### config.mk
export PLATFORM = sky130hd
export DESIGN_NAME = dice_roll_ctrl
export DESIGN_NICKNAME = d
export VERILOG_FILES = /design/src/rtl/dice_roll_ctrl.sv
export SDC_FILE = /design/constraint.sdc
export NUM_CORES = 1
export LEC_CHECK = 0
export ABC_AREA = 0
export CAP_MARGIN = 20
export CORE_UTILIZATION = 63
export DETAILED_ROUTE_END_ITERATION = 6
export GPL_TIMING_DRIVEN = 0
export PLACE_DENSITY = 0.88
export SYNTH_ARGS = -nofsm -noshare
export SYNTH_HDL_FRONTEND = slang
export SYNTH_SLANG_ARGS = --single-unit
### constraint.sdc
create_clock -name clk -period 5.9 [get_ports clk]
set_input_delay 0.885 -clock clk [delete_from_list [all_inputs] [get_ports clk]]
set_output_delay 0.885 -clock clk [all_outputs]
set_load 0.005 [all_outputs]
### src/rtl/dice_roll_ctrl.sv
// rtl/dice_roll_ctrl.sv - dice roll sequencer: press detect, spin, decelerate, show
//
// Purpose: turns the debounced roll button into one dice roll. The face spins
// at a fixed rate while the button is held. After release it slows through
// SLOW_STEPS updates, each interval twice the previous one. The last face is then
// latched and shown. All randomness comes from a free-running 16-bit LFSR.
//
// Ports:
//   clk          system clock, rising edge
//   rst_n        asynchronous active-low reset
//   btn_db       debounced button level, 1 = pressed
//   face         current face, always 1..6
//   rolling      high while spinning or slowing down
//   result_valid high while the final face is shown
//   done         one-cycle pulse on the first SHOW cycle
//   roll_count   completed rolls, wraps 255 -> 0
module dice_roll_ctrl #(
  parameter int unsigned SPIN_TICKS = 250000,
  parameter int unsigned SLOW_STEPS = 6
) (
  input  logic       clk,
  input  logic       rst_n,
  input  logic       btn_db,
  output logic [2:0] face,
  output logic       rolling,
  output logic       result_valid,
  output logic       done,
  output logic [7:0] roll_count
);

  typedef enum logic [1:0] {IDLE, SPIN, SLOW, SHOW} state_e;

  localparam logic [31:0] SPIN_LAST = 32'(SPIN_TICKS - 1);
  localparam logic [4:0]  STEP_LAST = 5'(SLOW_STEPS - 1);

  state_e      state_q, state_d;
  logic [31:0] timer_q, timer_d;
  logic [4:0]  step_q, step_d;
  logic [2:0]  face_q, face_d;
  logic        done_q, done_d;
  logic [7:0]  roll_count_q, roll_count_d;
  logic [15:0] lfsr_q;
  logic        btn_prev_q;
  logic        rise_q, fall_q;
  logic [2:0]  face_next;
  logic [31:0] slow_interval;

  // Button edges are registered, so the FSM acts one edge after the edge
  // is sampled. btn_prev resets to 1, so a press held through reset is not a rise.
  always_ff @(posedge clk or negedge rst_n) begin
    if (!rst_n) begin
      lfsr_q     <= 16'hACE1;
      btn_prev_q <= 1'b1;
      rise_q     <= 1'b0;
      fall_q     <= 1'b0;
    end else begin
      lfsr_q     <= {lfsr_q[14:0], lfsr_q[15] ^ lfsr_q[13] ^ lfsr_q[12] ^ lfsr_q[10]};
      btn_prev_q <= btn_db;
      rise_q     <= btn_db & ~btn_prev_q;
      fall_q     <= ~btn_db & btn_prev_q;
    end
  end

  // Candidate face for an update. LFSR codes 0 and 7 are not valid faces, so
  // those codes step the current face forward instead.
  always_comb begin
    if (lfsr_q[2:0] >= 3'd1 && lfsr_q[2:0] <= 3'd6) begin
      face_next = lfsr_q[2:0];
    end else if (face_q == 3'd6) begin
      face_next = 3'd1;
    end else begin
      face_next = face_q + 3'd1;
    end
  end

  // Each slow step doubles the interval: SPIN_TICKS*2, *4, *8, ...
  assign slow_interval = 32'(SPIN_TICKS) << (step_q + 5'd1);

  always_ff @(posedge clk or negedge rst_n) begin
    if (!rst_n) begin
      state_q      <= IDLE;
      timer_q      <= '0;
      step_q       <= '0;
      face_q       <= 3'd1;
      done_q       <= 1'b0;
      roll_count_q <= '0;
    end else begin
      state_q      <= state_d;
      timer_q      <= timer_d;
      step_q       <= step_d;
      face_q       <= face_d;
      done_q       <= done_d;
      roll_count_q <= roll_count_d;
    end
  end

  always_comb begin
    state_d      = state_q;
    timer_d      = timer_q;
    step_d       = step_q;
    face_d       = face_q;
    done_d       = 1'b0;
    roll_count_d = roll_count_q;
    case (state_q)
      IDLE, SHOW: begin
        if (rise_q) begin
          state_d = SPIN;
          timer_d = '0;
        end
      end
      SPIN: begin
        // Release wins over a coincident timer expiry; no update that cycle.
        if (fall_q) begin
          state_d = SLOW;
          step_d  = '0;
          timer_d = '0;
        end else if (timer_q == SPIN_LAST) begin
          face_d  = face_next;
          timer_d = '0;
        end else begin
          timer_d = timer_q + 32'd1;
        end
      end
      SLOW: begin
        // Button activity is deliberately ignored here.
        if (timer_q == slow_interval - 32'd1) begin
          face_d  = face_next;
          timer_d = '0;
          if (step_q == STEP_LAST) begin
            state_d      = SHOW;
            done_d       = 1'b1;
            roll_count_d = roll_count_q + 8'd1;
          end else begin
            step_d = step_q + 5'd1;
          end
        end else begin
          timer_d = timer_q + 32'd1;
        end
      end
      default: state_d = IDLE;
    endcase
  end

  assign face         = face_q;
  assign done         = done_q;
  assign roll_count   = roll_count_q;
  assign rolling      = (state_q == SPIN) || (state_q == SLOW);
  assign result_valid = (state_q == SHOW);

endmodule

# --- Word level (Yosys, flattened, before mapping) ---
# Cells that the tools add are included.
# Widths: inputs -> output; s select.
op_classes:
  bitwise: 7
  magnitude_cmp: 2
  reduce_logical: 9
  addsub: 5
  n_eq_ne: 14
  mux: 23
  shifts: 1
op_table:
  columns: ["operator", "n"]
  rows:
  - ["$mux 32", 4]
  - ["$pmux 32 s3", 1]
  - ["$add 32x1->32 const B", 1]
  - ["$eq 32x18->1 const B", 1]
  - ["$eq 32x32->1", 1]
  - ["$shl 18x5->32 const A", 1]
  - ["$sub 32x1->32 const B", 1]
  - ["$mux 3", 5]
  - ["$mux 5", 3]
  - ["$ne 2x2->1 const B", 7]
  - ["$reduce_and 4->1", 3]
  - ["$pmux 5 s2", 1]
  - ["$add 8x1->8 const B", 1]
  - ["$mux 2", 4]
  - ["$pmux 2 s3", 1]
  - ["$pmux 3 s2", 1]
  - ["$add 5x1->5 const B", 1]
  - ["$eq 5x3->1 const B", 1]
  - ["$eq 2x2->1 const B", 2]
  - ["$add 3x1->3 const B", 1]
  - ["$eq 3x3->1 const B", 1]
  - ["$ge 3x1->1 const B", 1]
  - ["$le 3x3->1 const B", 1]
  - ["$mux 1", 3]
  - ["other kinds (10)", 14]
word_totals:
  word_cells: 71
  in_bits: 3
  regBits: 70

# --- Logic depth before layout (Yosys ltp) ---
logic_depth:
  depth_word: 6
  mapped_depth: 23
  mapped_depth_nobuf: 17

# --- Worst setup path before layout ---
# Ideal clock, no wire load.
synth_timing:
  path_type: "register -> register"
  startpoint: "register step_q[0]"
  endpoint: "register roll_count_q[1] (netlist: roll_count[1])"
  slack_ns: 1.043
  t_arrival_ns: 4.733
  path_stages_with_launch: 23
  cell_sequence: "dfrtp_1 -> ha_1 -> buf_2 -> inv_1 -> ha_1 -> buf_2 -> buf_2 -> buf_2 -> nand3_1 -> ha_1 -> clkbuf_1 -> xnor2_1 -> or3_1 -> a21oi_1 -> nand3_1 -> a21oi_1 -> o211ai_1 -> a2111oi_0 -> nand4b_1 -> or2_1 -> buf_2 -> nor3_2 -> mux2_2"
synth_between:
  elab_chain_cells: 5
  word_cells_on_any_way: 6
  cone_classes: "add/sub: 2; eq/ne: 2; shift: 1; reduce/logical: 1"
synth_lines:
  columns: ["item", "line", "text"]
  rows:
  - ["start, declared", "38", "logic [4:0] step_q, step_d;"]
  - ["start signal, assigned", "90", "step_q <= step_d;"]
  - ["$add 5x1->5", "77", "assign slow_interval = 32'(SPIN_TICKS) << (step_q + 5'd1);"]
  - ["$shl 18x5->32", "77", null]
  - ["$sub 32x1->32", "126", "if (timer_q == slow_interval - 32'd1) begin"]
  - ["$eq 32x32->1", "126", null]
  - ["$reduce_and 3->1 (no line) (*)", null, null]
  - ["end signal, assigned", "93", "roll_count_q <= roll_count_d;"]
  - ["end, declared", "41", "logic [7:0] roll_count_q, roll_count_d;"]
# Every way passes the cells marked *; elsewhere a longest branch is shown, timed or not.
# A chain may end at the register's enable or synchronous reset.

# --- Worst setup path after layout ---
layout_timing:
  startpoint: "register step_q[1]"
  endpoint: "register timer_q[12]"
layout_between:
  elab_chain_cells: 6
layout_lines:
  columns: ["item", "line", "text"]
  rows:
  - ["$add 5x1->5", "77", null]
  - ["$shl 18x5->32", "77", null]
  - ["$sub 32x1->32", "126", null]
  - ["$eq 32x32->1", "126", null]
  - ["$mux 32", "126", null]
  - ["$pmux 32 s3", "104", "case (state_q)"]
  - ["end signal, assigned", "89", "timer_q <= timer_d;"]
  - ["end, declared", "37", "logic [31:0] timer_q, timer_d;"]
# No other way between the ends.

==> impl_metrics.json <==
{
  "outcome": "completed",
  "cp.required_ns": 6.14,
  "numPortBuffers": 16,
  "clockBufferDepth": 2,
  "ys_ff_latch": 70,
  "track_usage_pct": 35.04,
  "ys_types": 92,
  "drive_gt1_share_pct": 15.37,
  "syn_to_final_growth_pct": 8.751,
  "place_congestion": 0.9718,
  "finalCriticalPeriod_ns": 5.513,
  "fmax_mhz": 181.4,
  "startpoint_type": "flip-flop",
  "synthMuxAreaShare_pct": 3.492,
  "hold_violations": 0,
  "yosys_warnings": 0,
  "synth_cells": 714,
  "ys.flop_type": "dfrtp_1",
  "async_flop_share_pct": 100.0,
  "dr.pass1.iters": 5,
  "worst_pin_slew_ns": 0.8790,
  "hp-class": "reg -> reg",
  "die_w_um": 100.9,
  "synth_compound_area_share_pct": 24.41,
  "vias": 5940,
  "syn_area_um2": 6162,
  "die_area_um2": 10180,
  "drtIter0Drc": 587,
  "cts_sinks": 70,
  "pre_cts_slack_ns": 0.1460,
  "grt_first_pass_wirelength_um": 27740,
  "clk_pin_slew_worst_paths_ns": 0.09,
  "cts_hold_buf": 0,
  "antenna_found_initial": 0,
  "crit_fanout": 10,
  "slew_headroom_pct": 41.40,
  "io_pins": 17,
  "synth_area_per_cell_um2": 8.630,
  "cellPowerDensity_nw_per_um2": 183.9,
  "nFillCells": 760,
  "grt_pass1_vias": 5487,
  "synthSimpleGateAreaFrac_pct": 26.36,
  "drc": 0,
  "skew_ns": 0.01272,
  "syn_nets": 732,
  "core_um2": 9371,
  "r2r_cells": 23,
  "vias_per_cell": 6.773,
  "drt-total-wl_um": 17220,
  "root_buffer": "clkbuf_8",
  "cp.arrival_ns": 5.75,
  "leakagePower_nw": 2.895,
  "tns_ns": 0,
  "h-tree-depth": 3,
  "max_cap_viol_count": 0,
  "cts_made_buffers": 9,
  "overflow": 0,
  "synth-edff-count": 0,
  "ir_drop_mv": 0.2479,
  "crit_type": "reg -> reg",
  "synth-xor-area-share_pct": 8.142,
  "crit_buf_inv": 8,
  "endpoint_kind": "flip-flop",
  "hold_depth": 0,
  "rsz0062_at_grt": "no",
  "die-height_um": 100.9,
  "r2r_slack_ns": 0.39,
  "slowest_delay_ns": 0.45,
  "crit_chain": "ha_1, buf_2, inv_1, ha_1, buf_2, buf_2, clkbuf_4, nand3_1, ha_1, clkbuf_1, xnor2_1, or3_1, a21oi_1, nand3_1, a21oi_1, o21ai_0, nor4_2, nand4_1, o31ai_2, clkbuf_4, buf_4, a21oi_1, a211o_1",
  "setup_ws_ns": 0.3869,
  "ys_seq_area_share_pct": 28.63,
  "synth_top_family_by_area": "simple AND/OR/NAND/NOR gates",
  "fin_util_pct": 71.51,
  "wl_per_cell_um": 19.63,
  "cp.depth": 23,
  "grt_max_degree": 71,
  "ant_nets": 0,
  "cts_tree": "built",
  "num_antenna_cells": 0,
  "fin_nets": 761,
  "crit_slowest_cell": "dfrtp_2",
  "worstSkewPairLatency_ns": 0.36,
  "hpwlAfterDp_um": 12830,
  "rows": 35,
  "setup_violations": 0,
  "maxSlewViolCount": 0,
  "crit_family": "buffers and inverters",
  "fin_crit_sh_pct": 93.44,
  "synth-adder-area-share_pct": 3.046,
  "initial_core_util_pct": 65.75
}
-- worst paths after layout --
check / start / end
worst max-delay path: step_q[1] / timer_q[12]
worst min-delay path: lfsr_q[9] / lfsr_q[10]
worst max register to register: step_q[1] / timer_q[12]
worst min register to register: lfsr_q[9] / lfsr_q[10]
max in group asynchronous: rst_n / step_q[1]
min in group asynchronous: rst_n / lfsr_q[4]
-- metal layers --
metal / track usage [%] / up-vias / share of wire [%]
met5: 0 / - / 0
met4: 9.476 / 0 / 1.9
met3: 7.282 / 37 / 9.1
met2: 57.27 / 292 / 46
met1: 47.25 / 2887 / 43
li1: - / 2724 / -
-- kinds of logic after synthesis --
group | count (synthesis)
muxes | 21
adders and majority gates | 15
xor gates and xnor gates | 50
AOI/OAI and AO/OA | 192
and+or+nand+nor | 293
DFF | 70
buffers and inverters | 73
-- synthesized netlist by cell type, types with 17 or more instances --
cell      instances  area share [%]
nand3_1          35             2.8
a22oi_1          19             2.3
mux2i_1          17             2.8
a21o_1           17             2.1
nand2_1          67             4.1
o21ai_0          20             1.6
and3_1           18             1.8
clkbuf_1         19             1.2
dfrtp_1          60              24
buf_2            25             2.0
a211oi_1         19             2.3
nor2_1           38             2.3
nand2b_1         21             2.1
a21oi_1          26             2.1
xnor2_1          30             4.3
-- per-stage QoR --
| step | power [mW] | cells | hold WS, ns | cell area (um2) |
|---|---|---|---|---|
| finish | 1.233 | 877 | 0.3583 | 6701 |
| global placement | 0.8366 | 859 | 0.3369 | 6484 |
| detailed placement | 0.8485 | 859 | 0.3378 | 6481 |
| floorplan | 0.7308 | 714 | 0.3312 | 6162 |
| CTS | 1.226 | 875 | 0.3594 | 6666 |
| global route | 1.287 | 877 | 0.3689 | 6701 |
-- where the power goes --
part	switching (mW)	leakage [nW]	internal, mW	total [mW]
sequential	0.0245	0.925	0.503	0.528
combinational	0.211	1.88	0.110	0.321
clock	0.223	0.0888	0.161	0.384
total	0.458	2.90	0.774	1.23
-- sequential cells by signal, indices dropped and copies added (netlist names) --
name,flops
roll_count,8
done,1
btn_prev_q,1
fall_q,1
face,3
lfsr_q,16
timer_q,32
step_q,5
rise_q,1
state_q,2
-- layout by cell type, fill, tap and decap left out, types with 5 or more instances in the layout --
cell type / Yosys / layout
clkdlybuf4s50_1: 0 / 15
o21ai_0: 20 / 20
nand2b_1: 21 / 21
and3_1: 18 / 18
nand2_1: 67 / 67
dfstp_2: 10 / 10
a211o_1: 12 / 12
clkbuf_1: 19 / 19
o211ai_1: 8 / 8
a211oi_1: 19 / 19
buf_6: 5 / 5
xor2_1: 16 / 16
or3_1: 6 / 6
inv_1: 16 / 16
a21oi_1: 26 / 26
nor4_1: 16 / 15
nor2b_1: 8 / 8
nor4_2: 4 / 5
clkbuf_8: 0 / 9
a21o_1: 17 / 17
xnor2_1: 30 / 30
o31ai_1: 6 / 5
nand3_1: 35 / 35
nor3_1: 16 / 16
mux2i_1: 17 / 17
a22oi_1: 19 / 19
ha_1: 15 / 15
o311ai_1: 5 / 5
nor2_1: 38 / 38
or2_2: 10 / 10
nand4b_1: 5 / 5
nand4_1: 16 / 16
buf_4: 6 / 9
dfrtp_1: 60 / 58
buf_2: 25 / 23
-- repair_timing --
item,CTS,global route
setup endpoints to repair,0,45
buffers inserted,0,2
gates resized for setup,0,7
-- cell type report --
cell class / instances / area (um2) / share of cell area [%]
multi-input cells: 571 / 4045 / 60.36
flip-flops and latches: 70 / 1767 / 26.36
plain buffers: 56 / 306.5 / 4.574
repair buffers: 18 / 172.7 / 2.577
well taps: 129 / 161.4 / 2.409
clock buffers: 9 / 123.9 / 1.848
inverters: 17 / 63.81 / 0.9522
clock inverters: 7 / 61.31 / 0.9149
Power figures use the tool's default switching activity.
